### src/rtl/mips_ctrl_pkg.sv
// Shared control-path types for the MIPS control pipeline.
package mips_ctrl_pkg;

  localparam int CTRL_ALUCW = 3;

  // Decoded control bundle as produced by the main/ALU decoder.
  typedef struct packed {
    logic                  regwrite;
    logic                  memtoreg;
    logic                  memwrite;
    logic                  alusrc;
    logic                  regdst;
    logic                  branch;
    logic                  jump;
    logic [CTRL_ALUCW-1:0] alucontrol;
  } ctrl_t;

  // A bubble is an instruction with no architectural side effects.
  localparam ctrl_t CTRL_BUBBLE = '0;

  // ALU operand source select.
  typedef enum logic [1:0] {
    FWD_RF = 2'b00,
    FWD_W  = 2'b01,
    FWD_M  = 2'b10
  } fwd_t;

endpackage

### src/rtl/ctrl_pipe_hazard_unit.sv
// Combinational hazard detection: load-use stall, branch/jump redirect
// and ALU operand forwarding selects.
module hazard_unit
  import mips_ctrl_pkg::*;
#(
  parameter int REGW = 5
) (
  input  logic [REGW-1:0] rs_d,
  input  logic [REGW-1:0] rt_d,
  input  logic [REGW-1:0] rs_e,
  input  logic [REGW-1:0] rt_e,
  input  logic [REGW-1:0] writereg_m,
  input  logic [REGW-1:0] writereg_w,
  input  logic            memtoreg_e,
  input  logic            regwrite_m,
  input  logic            regwrite_w,
  input  logic            branch_m,
  input  logic            zero_m,
  input  logic            jump_d,
  output logic            stall_f,
  output logic            stall_d,
  output logic            flush_d,
  output logic            pcsrc_m,
  output logic            jump_d_o,
  output logic            bubble_e,
  output logic [1:0]      forward_a_e,
  output logic [1:0]      forward_b_e
);

  logic lwstall;

  // M-stage result beats W-stage result; register 0 is hardwired zero.
  function automatic fwd_t fwd_sel(input logic [REGW-1:0] src,
                                   input logic [REGW-1:0] wm,
                                   input logic [REGW-1:0] ww,
                                   input logic            rwm,
                                   input logic            rww);
    fwd_t sel;
    sel = FWD_RF;
    if ((src != '0) && (src == wm) && rwm)      sel = FWD_M;
    else if ((src != '0) && (src == ww) && rww) sel = FWD_W;
    return sel;
  endfunction

  // Stall/flush decisions; a taken branch squashes the stalled instruction,
  // so it overrides both the load-use stall and a jump in D.
  always_comb begin
    lwstall  = memtoreg_e && (rt_e != '0) && ((rt_e == rs_d) || (rt_e == rt_d));
    pcsrc_m  = branch_m & zero_m;
    stall_f  = lwstall & ~pcsrc_m;
    stall_d  = lwstall & ~pcsrc_m;
    jump_d_o = jump_d & ~lwstall & ~pcsrc_m;
    flush_d  = pcsrc_m | jump_d_o;
    bubble_e = lwstall | pcsrc_m;
  end

  // Operand A follows rs, operand B follows rt.
  always_comb begin
    forward_a_e = fwd_sel(rs_e, writereg_m, writereg_w, regwrite_m, regwrite_w);
    forward_b_e = fwd_sel(rt_e, writereg_m, writereg_w, regwrite_m, regwrite_w);
  end

endmodule

### src/rtl/ctrl_pipe.sv
// Control pipeline: carries decoded control through E, M and W and
// applies stall/bubble decisions from the hazard unit.
module ctrl_pipe
  import mips_ctrl_pkg::*;
#(
  parameter int REGW  = 5,
  parameter int ALUCW = CTRL_ALUCW
) (
  input  logic             clk,
  input  logic             reset,
  input  logic             regwrite_d,
  input  logic             memtoreg_d,
  input  logic             memwrite_d,
  input  logic             alusrc_d,
  input  logic             regdst_d,
  input  logic             branch_d,
  input  logic             jump_d,
  input  logic [ALUCW-1:0] alucontrol_d,
  input  logic [REGW-1:0]  rs_d,
  input  logic [REGW-1:0]  rt_d,
  input  logic [REGW-1:0]  rd_d,
  input  logic             zero_m,
  output logic             stall_f,
  output logic             stall_d,
  output logic             flush_d,
  output logic             pcsrc_m,
  output logic             jump_d_o,
  output logic             regwrite_e,
  output logic             regwrite_m,
  output logic             regwrite_w,
  output logic             memtoreg_e,
  output logic             memtoreg_m,
  output logic             memtoreg_w,
  output logic             memwrite_e,
  output logic             memwrite_m,
  output logic             alusrc_e,
  output logic             regdst_e,
  output logic [ALUCW-1:0] alucontrol_e,
  output logic [REGW-1:0]  writereg_e,
  output logic [REGW-1:0]  writereg_m,
  output logic [REGW-1:0]  writereg_w,
  output logic [REGW-1:0]  rs_e,
  output logic [REGW-1:0]  rt_e,
  output logic [1:0]       forward_a_e,
  output logic [1:0]       forward_b_e
);

  ctrl_t           ctrl_d;
  ctrl_t           ctrl_e;
  logic [REGW-1:0] rd_e;
  logic            branch_m;
  logic            bubble_e;
  logic            unused_jump_e;

  assign ctrl_d = {regwrite_d, memtoreg_d, memwrite_d, alusrc_d,
                   regdst_d, branch_d, jump_d, alucontrol_d};

  // D->E register: loads a bubble on reset, load-use stall or taken branch.
  always_ff @(posedge clk) begin
    if (reset || bubble_e) begin
      ctrl_e <= CTRL_BUBBLE;
      rs_e   <= '0;
      rt_e   <= '0;
      rd_e   <= '0;
    end else begin
      ctrl_e <= ctrl_d;
      rs_e   <= rs_d;
      rt_e   <= rt_d;
      rd_e   <= rd_d;
    end
  end

  // Jump has already redirected fetch in D; its E copy has no consumer.
  assign unused_jump_e = ctrl_e.jump;

  assign regwrite_e   = ctrl_e.regwrite;
  assign memtoreg_e   = ctrl_e.memtoreg;
  assign memwrite_e   = ctrl_e.memwrite;
  assign alusrc_e     = ctrl_e.alusrc;
  assign regdst_e     = ctrl_e.regdst;
  assign alucontrol_e = ctrl_e.alucontrol;
  assign writereg_e   = ctrl_e.regdst ? rd_e : rt_e;

  // E->M register: never stalls; only reset clears it.
  always_ff @(posedge clk) begin
    if (reset) begin
      regwrite_m <= 1'b0;
      memtoreg_m <= 1'b0;
      memwrite_m <= 1'b0;
      branch_m   <= 1'b0;
      writereg_m <= '0;
    end else begin
      regwrite_m <= ctrl_e.regwrite;
      memtoreg_m <= ctrl_e.memtoreg;
      memwrite_m <= ctrl_e.memwrite;
      branch_m   <= ctrl_e.branch;
      writereg_m <= writereg_e;
    end
  end

  // M->W register: never stalls; only reset clears it.
  always_ff @(posedge clk) begin
    if (reset) begin
      regwrite_w <= 1'b0;
      memtoreg_w <= 1'b0;
      writereg_w <= '0;
    end else begin
      regwrite_w <= regwrite_m;
      memtoreg_w <= memtoreg_m;
      writereg_w <= writereg_m;
    end
  end

  hazard_unit #(.REGW(REGW)) u_hazard (
    .rs_d        (rs_d),
    .rt_d        (rt_d),
    .rs_e        (rs_e),
    .rt_e        (rt_e),
    .writereg_m  (writereg_m),
    .writereg_w  (writereg_w),
    .memtoreg_e  (ctrl_e.memtoreg),
    .regwrite_m  (regwrite_m),
    .regwrite_w  (regwrite_w),
    .branch_m    (branch_m),
    .zero_m      (zero_m),
    .jump_d      (jump_d),
    .stall_f     (stall_f),
    .stall_d     (stall_d),
    .flush_d     (flush_d),
    .pcsrc_m     (pcsrc_m),
    .jump_d_o    (jump_d_o),
    .bubble_e    (bubble_e),
    .forward_a_e (forward_a_e),
    .forward_b_e (forward_b_e)
  );

endmodule

### config.mk
export PLATFORM = sky130hd
export DESIGN_NAME = ctrl_pipe
export DESIGN_NICKNAME = d
export VERILOG_FILES = /design/src/rtl/mips_ctrl_pkg.sv /design/src/rtl/ctrl_pipe_hazard_unit.sv /design/src/rtl/ctrl_pipe.sv
export SDC_FILE = /design/constraint.sdc
export NUM_CORES = 1
export LEC_CHECK = 0
export CAP_MARGIN = 10
export CORE_UTILIZATION = 30
export CTS_CLUSTER_SIZE = 24
export DETAILED_ROUTE_END_ITERATION = 16
export GPL_TIMING_DRIVEN = 0
export PLACE_DENSITY = 0.69
export SETUP_SLACK_MARGIN = 0.5
export SLEW_MARGIN = 25
export SYNTH_ARGS = -nofsm -noshare
export SYNTH_HDL_FRONTEND = slang
export SYNTH_SLANG_ARGS = --single-unit
export TNS_END_PERCENT = 30
### constraint.sdc
create_clock -name clk -period 3.9 [get_ports clk]
set_input_delay 0.78 -clock clk [delete_from_list [all_inputs] [get_ports clk]]
set_output_delay 0.78 -clock clk [all_outputs]
set_load 0.03 [all_outputs]
==> results.yml, run 1 <==
layout:
  drive_above_1_share: 0.207
  final_cell_mix: "71 x clkdlybuf4s50_1, 40 x dfxtp_1, 26 x xnor2_1"
  diodes: 0
  nets: 297
  area_growth_pct: 49.7
  final_common_cell: "clkdlybuf4s50_1"
power_and_ir_drop:
  powerDensity_mw_per_mm2: 357
  p_comb_frac: 0.250
  power_switching_uw: 292
  power_mw: 1.04
  sequentialPowerShare: 0.430
  peakVddDrop_uv: 199
  p_leak_nw: 1.06
  swShare: 0.280
  clkPwrFrac: 0.320
  p_int_uw: 749
run_status:
  status: "complete, no violations"
critical_path:
  worstRegToRegCells: 7
  crit_arrival_ns: 2.68
  crit_top_cell: "clkdlybuf4s50_1"
  reg2reg_from: "rt_e[0]$_SDFF_PP0_"
  crit_chain: "clkdlybuf4s50_1, xnor2_1, nand3_1, o22ai_4, buf_4, a31oi_1, clkdlybuf4s50_1"
  cp_max_fo: 3
  start_kind: "primary input"
  cpPeakStageDelay_ns: 0.70
  r2r_end: "rd_e[3]$_SDFF_PP0_"
  crit_required_ns: 3.12
  r2r_slack_ns: 2.20
  critPathKind: "in2out"
  crit_path_end_kind: "output pin"
  cp_slowest_cell: "clkdlybuf4s50_1"
drt:
  first_iter_violations: 72
  antenna_left: 0
  drt_drc_violations_left: 0
  wl_met3_um: 361
  top_layer: "met4"
  wl_met2_um: 2600
  wl_met1_um: 2070
  wire_per_inst_um: 14.6
  post_drt_via_cell_ratio: 4.68
  routed_wl_um: 5080
  num_vias: 1625
  firstDrtPassIters: 6
worst_hold_path:
  hold_path_class: "reg2reg"
  hold_start: "ctrl_e[4]$_SDFF_PP0_"
  hold_depth: 1
  min_to: "branch_m$_SDFF_PP0_"
sta:
  fin_crit_ns: 3.46
  min_period_over_period: 0.887
  drv_slew: 0
  finClkSkew_ns: 0.00318
  rsz0062_at_grt: "true"
  fin_tns_setup_ns: 0
  max-slew-margin-rel: 0.673
  max_freq_mhz: 289
  worst_pin_slew_ns: 0.490
  setup_viol: 0
  finalHoldViolCount: 0
global_route:
  grt_max_degree: 13
  antenna_found_initial: 0
  grt_pass1_vias: 1547
  grtUsageTotal: 0.159
  grt_pass1_wl_um: 7860
  overflow: 0
place:
  port-buffer-count: 73
  routabilityCongestion: 0.763
  dpl.hpwl_um: 3670
clocking:
  clk_latency_ns: 0.29
  clkSinkCount: 40
  clockBufferDepth: 2
  cts_tree: "yes"
  htree_levels: 2
  cts.reportedPaths.clkPinSlew_ns: 0.08
  cts_buffers: 5
  clock-root-buffer: "clkbuf_8"
synthesis:
  synth_area_sq_mm: 0.00195
  ys_types: 27
  avgSynthCellArea_sq_um: 10.5
  synthCells: 186
  ys_ff_latch: 40
  synth_warnings: 0
  syn_nets: 214
  seq_area_frac_synth: 0.411
die:
  die_w_um: 82.6
  num_rows: 29
  initial_utilization: 0.309
  dieArea_sq_mm: 0.00682
  coreArea_sq_mm: 0.00631
  ioPinCount: 75
  fp.dieH_um: 82.6
job:
  maxCapViolCount: 0
-- critical path: cells and delay by family --
family          cells  cell delay (ns)
buf+inv             3             1.32
xor+xnor            1             0.16
compound gates      2             0.27
simple gates        1             0.14
-- sequential cells by signal (all words and copies together), names as in the netlist, 3 cells and up --
signal	cells
alucontrol_e	3
rd_e	5
writereg_m	5
writereg_w	5
rs_e	5
rt_e	5
-- routing by layer --
metal | track usage | vias up
met5 | 0 | -
met4 | 0.0431 | 0
met3 | 0.0473 | 5
met2 | 0.278 | 59
met1 | 0.187 | 773
li1 | - | 788
-- cells by family (layout without fill, tap and decap cells) --
group           count (synthesis)  after routing  synth area share
flops                          40             40             0.411
compound gates                 27             27             0.112
xor+xnor                       30             30             0.135
simple gates                   63             63             0.214
buf+inv                        21            105            0.0995
mux                             5              5            0.0289
-- synth_stat cells (all sizes together) --
| cell | instances | share of area |
|---|---|---|
| a21oi | 25 | 0.10 |
| a31oi | 1 | 0.0032 |
| and3 | 1 | 0.0039 |
| buf | 14 | 0.080 |
| clkbuf | 4 | 0.0077 |
| dfxtp | 40 | 0.41 |
| dlygate4sd1 | 1 | 0.0045 |
| dlygate4sd3 | 1 | 0.0051 |
| inv | 1 | 0.0019 |
| mux2 | 5 | 0.029 |
| nand2 | 6 | 0.012 |
| nand3 | 2 | 0.0051 |
| nand3b | 24 | 0.092 |
| nand4 | 4 | 0.013 |
| nor2 | 3 | 0.0096 |
| nor2b | 17 | 0.056 |
| nor4 | 4 | 0.013 |
| o22ai | 1 | 0.0064 |
| or4 | 2 | 0.0096 |
| xnor2 | 26 | 0.12 |
| xor2 | 4 | 0.018 |
-- timing repair --
item | 4_1_cts | 5_1_grt
hold buffers | 0 | 0
pin swaps | 1 | 0
buffers inserted | 3 | 0
endpoints found under the setup margin | 5 | 4
gates resized for setup | 3 | 3
-- power by group through the flow --
stage | logic (mW) | registers, mW | clock network (mW)
3_3_place_gp | 0.253 | 0.457 | 0
3_5_place_dp | 0.255 | 0.457 | 0
4_1_cts | 0.262 | 0.448 | 0.339
2_1_floorplan | 0.128 | 0.484 | 0
5_1_grt | 0.278 | 0.451 | 0.358
6_report | 0.260 | 0.448 | 0.333
-- layout make-up --
class / count / area [sq um]
Multi-Input combinational cell: 125 / 965
Sequential cell: 40 / 801
Inverter: 1 / 3.75
Clock inverter: 2 / 35.0
Fill cell: 636 / 3390
Timing Repair Buffer: 76 / 754
Buffer: 20 / 191
Clock buffer: 6 / 72.6
Tap cell: 77 / 96.3
-- through the flow --
step	util	area, sq um	instances	setup WS, ns	hold slack (ns)
floorplan	-	1950	186	0.701	0.414
global placement	0.440	2780	336	0.0915	0.424
detailed placement	0.440	2780	336	0.0688	0.428
CTS	0.462	2920	347	0.370	0.456
global route	0.462	2920	347	0.380	0.478
finish	0.462	2920	347	0.441	0.455
-- worst max path at each step --
| stage | startpoint | endpoint | slack, ns | cells past startpoint |
|---|---|---|---|---|
| 6_report | rs_d[0] | flush_d | 0.44 | 7 |
| 5_1_grt | rt_e[0]$_SDFF_PP0_ | forward_b_e[0] | 0.38 | 6 |
| 4_1_cts | rs_d[0] | jump_d_o | 0.37 | 8 |
| 3_5_place_dp | rt_d[4] | stall_f | 0.07 | 7 |
| 3_3_place_gp | rt_d[4] | stall_f | 0.09 | 7 |
| 2_1_floorplan | rt_e[0]$_SDFF_PP0_ | forward_b_e[0] | 0.70 | 5 |
(Power assumes the default switching activity.)
==> run 2, diff against run 1 <==
GPL_TIMING_DRIVEN = unset   (was 0)
SKIP_CTS_REPAIR_TIMING = 1   (was unset)
==> results.yml, run 2 (same netlist as run 1, synthesis figures left out) <==
critical_path:
  worstRegToRegCells: 5
  crit_start: "rt_d[0]"
  cpPeakStageDelay_ns: 0.61
  path_buf_inv: 2
  reg2reg_from: "rt_e[4]$_SDFF_PP0_"
  crit_required_ns: 3.12
  crit_family: "buffers and inverters"
  crit_chain: "clkdlybuf4s50_1, xnor2_1, nand3_1, o22ai_2, a31oi_1, clkdlybuf4s50_1"
  r2r_slack_ns: 2.05
  cp_slowest_cell: "clkdlybuf4s50_1"
  r2r_end: "regdst_e$_SDFF_PP0_"
  crit_arrival_ns: 2.64
  crit_path_end_kind: "output pin"
  start_kind: "primary input"
  crit_top_cell: "clkdlybuf4s50_1"
  cp_max_fo: 8
  critPathKind: "in2out"
clocking:
  cts_buffers: 5
  htree_levels: 2
  cts_tree: "yes"
  clk_latency_ns: 0.29
  clockBufferDepth: 2
  cts.reportedPaths.clkPinSlew_ns: 0.07
  clock-root-buffer: "clkbuf_8"
  clkSinkCount: 40
sta:
  worst_pin_slew_ns: 0.408
  max-slew-margin-rel: 0.727
  fin_crit_ns: 3.42
  finClkSkew_ns: 0.00209
  fin_tns_setup_ns: 0
  rsz0062_at_grt: "true"
  max_freq_mhz: 292
  drv_slew: 0
  finalHoldViolCount: 0
  setup_viol: 0
  min_period_over_period: 0.878
  fin_hold_ws_ns: 0.463
place:
  routabilityCongestion: 0.797
  dp_cells: 321
  place_area_sq_mm: 0.00263
  port-buffer-count: 74
  dpl.hpwl_um: 3480
die:
  num_rows: 29
  die_w_um: 82.6
  initial_utilization: 0.309
  fp.dieH_um: 82.6
  dieArea_sq_mm: 0.00682
  coreArea_sq_mm: 0.00631
  ioPinCount: 75
layout:
  diodes: 0
  nets: 279
  area_growth_pct: 39.3
  final_cell_mix: "71 x clkdlybuf4s50_1, 40 x dfxtp_1, 26 x xnor2_1"
  finalNonFillerCells: 329
  design_area_sq_mm: 0.00272
  final_common_cell: "clkdlybuf4s50_1"
  n_fill_cell: 629
  drive_above_1_share: 0.175
drt:
  post_drt_via_cell_ratio: 4.59
  drt_drc_violations_left: 0
  num_vias: 1509
  wire_per_inst_um: 14.0
  routed_wl_um: 4620
  firstDrtPassIters: 5
  antenna_left: 0
  first_iter_violations: 77
power_and_ir_drop:
  peakVddDrop_uv: 142
  power_uw: 946
  powerDensity_mw_per_mm2: 348
  p_leak_nw: 0.974
worst_hold_path:
  hold_path_class: "reg2reg"
  hold_start: "regwrite_e$_SDFF_PP0_"
  hold_depth: 1
  min_to: "regwrite_m$_SDFF_PP0_"
job:
  maxCapViolCount: 0
global_route:
  grt_pass1_wl_um: 7330
  grtUsageTotal: 0.148
  grt_pass1_vias: 1450
  antenna_found_initial: 0
  grt_max_degree: 41
  overflow: 0
run_status:
  status: "complete, no violations"
## run 2: cell count changes in the layout (fill, tap and decap cells not counted), moves of 2 or more
cell,change
buf_6,-7
clkbuf_1,-5
buf_12,-2
buf_4,-2
## run 2: worst reg2reg max path: stages, from the launching register on
cell and delay [ns]:
dfxtp_1 0.57, xnor2_1 0.17, nand3_1 0.11, o22ai_2 0.38, buf_4 0.40, a21oi_1 0.11
## run 2: how the worst max path moves through the flow
stage	end	cells after the start
floorplan	forward_b_e[0]	5
CTS	forward_b_e[0]	5
global route	flush_d	6
finish	flush_d	6
detailed placement	flush_d	6
global placement	flush_d	6
## run 2: power breakdown
part	total (mW)	internal (mW)	switching (mW)
Combinational	0.227	0.112	0.115
Clock	0.265	0.124	0.140
Sequential	0.455	0.430	0.0248
Total	0.946	0.666	0.280
## run 2: cell type report
cell class,count,area [sq um],share of cell area
inverter,1,3.75,0.00138
sequential,40,801,0.295
multi-input combinational,125,960,0.353
clock buffer,5,68.8,0.0253
tap,77,96.3,0.0355
clock inverter,3,18.8,0.00691
timing repair buffer,78,768,0.283
## run 2: per-stage QoR
stage / utilization / setup WS (ns)
floorplan: - / 0.701
global placement: 0.416 / 0.477
detailed placement: 0.416 / 0.471
CTS: 0.430 / 0.415
global route: 0.430 / 0.329
finish: 0.430 / 0.477
## run 2: routing by layer
layer  vias up  wire length (um)  track usage
li1        756                 -            -
met2        44              2250        0.245
met1       703              2010        0.179
met4         0                52       0.0466
met5         -                 0            0
met3         6               315       0.0527
==> run 3, diff against run 2 <==
CORE_MARGIN = 4   (was unset)
==> results.yml, run 3 (same netlist as run 1, synthesis figures left out) <==
layout:
  final_cell_mix: "71 x clkdlybuf4s50_1, 40 x dfxtp_1, 26 x xnor2_1"
  n_fill_cell: 638
  area_growth_pct: 41.3
  drive_above_1_share: 0.180
  finalNonFillerCells: 332
  nets: 282
  diodes: 0
  final_common_cell: "clkdlybuf4s50_1"
  multi_input_area_sq_um: 976
  seqCellArea_sq_um: 801
  post-route-util: 0.436
drt:
  drt_drc_violations_left: 0
  antenna_left: 0
  post_drt_via_cell_ratio: 4.49
  num_vias: 1492
  first_iter_violations: 59
  routed_wl_um: 4940
  firstDrtPassIters: 4
  wire_per_inst_um: 14.9
clocking:
  clock-root-buffer: "clkbuf_8"
  cts_tree: "yes"
  clk_latency_ns: 0.29
  clockBufferDepth: 2
  htree_levels: 2
  clkSinkCount: 40
  cts.reportedPaths.clkPinSlew_ns: 0.08
  cts_buffers: 5
sta:
  finClkSkew_ns: 0.00785
  max_freq_mhz: 296
  worst_slack_ns: 0.526
  min_period_over_period: 0.865
  fin_crit_ns: 3.37
  max-slew-margin-rel: 0.359
  worst_pin_slew_ns: 0.957
  finalHoldViolCount: 0
  setup_viol: 0
  fin_hold_ws_ns: 0.448
  rsz0062_at_grt: "true"
  fin_tns_setup_ns: 0
  drv_slew: 0
die:
  die_w_um: 88.6
  coreArea_sq_mm: 0.00631
  num_rows: 29
  dieArea_sq_mm: 0.00785
  fp.dieH_um: 88.6
  initial_utilization: 0.309
  ioPinCount: 75
place:
  place_ws_ns: 0.517
  dpl.hpwl_um: 3670
  dp_cells: 323
  port-buffer-count: 74
  routabilityCongestion: 0.821
critical_path:
  crit_path_end_kind: "output pin"
  worstRegToRegCells: 4
  cp_max_fo: 7
  crit_required_ns: 3.12
  start_kind: "primary input"
  critPathKind: "in2out"
  crit_arrival_ns: 2.59
global_route:
  grt_pass1_vias: 1488
  grt_max_degree: 34
  overflow: 0
  antenna_found_initial: 0
  grtUsageTotal: 0.128
  grt_pass1_wl_um: 7620
run_status:
  status: "complete, no violations"
power_and_ir_drop:
  p_leak_nw: 0.983
  powerDensity_mw_per_mm2: 351
  peakVddDrop_uv: 158
job:
  maxCapViolCount: 0
worst_hold_path:
  hold_depth: 1
  hold_path_class: "reg2reg"
run 3: through the flow:
step	area [sq um]	power [mW]
detailed placement	2650	0.699
finish	2750	0.968
CTS	2740	0.983
global route	2750	1.02
floorplan	1950	0.612
global placement	2650	0.697
run 3: worst max-delay path: stages:
cell and delay, ns:
clkdlybuf4s50_1 0.49, xnor2_1 0.12, nand3_1 0.16, o22ai_4 0.30
a31oi_1 0.13, clkdlybuf4s50_1 0.61
run 3: worst paths after layout:
kind / start / endpoint / slack (ns)
setup / recovery: rt_d[0] / flush_d / 0.53
hold / removal: ctrl_e[4]$_SDFF_PP0_ / branch_m$_SDFF_PP0_ / 0.45
setup reg to reg: rt_e[0]$_SDFF_PP0_ / rs_e[4]$_SDFF_PP0_ / 2.04
hold reg to reg: ctrl_e[4]$_SDFF_PP0_ / branch_m$_SDFF_PP0_ / 0.45
run 3: report_power, final:
part           switching (mW)  internal (mW)
Clock                   0.136          0.144
Sequential             0.0218          0.430
Combinational           0.122          0.115
run 3: area by class of cell:
type / count / share of cell area
clock buffer: 7 / 0.0313
clock inverter: 1 / 0.00273
inverter: 1 / 0.00136
multi-input combinational: 126 / 0.354
sequential: 40 / 0.291
tap: 77 / 0.0350
timing repair buffer: 80 / 0.284
run 3: layer usage:
layer / up-vias / GRT usage / share of wire
li1: 762 / - / -
met1: 679 / 0.158 / 0.43
met2: 46 / 0.218 / 0.50
met3: 5 / 0.0372 / 0.062
met4: 0 / 0.0371 / 0.011
met5: - / 0 / 0
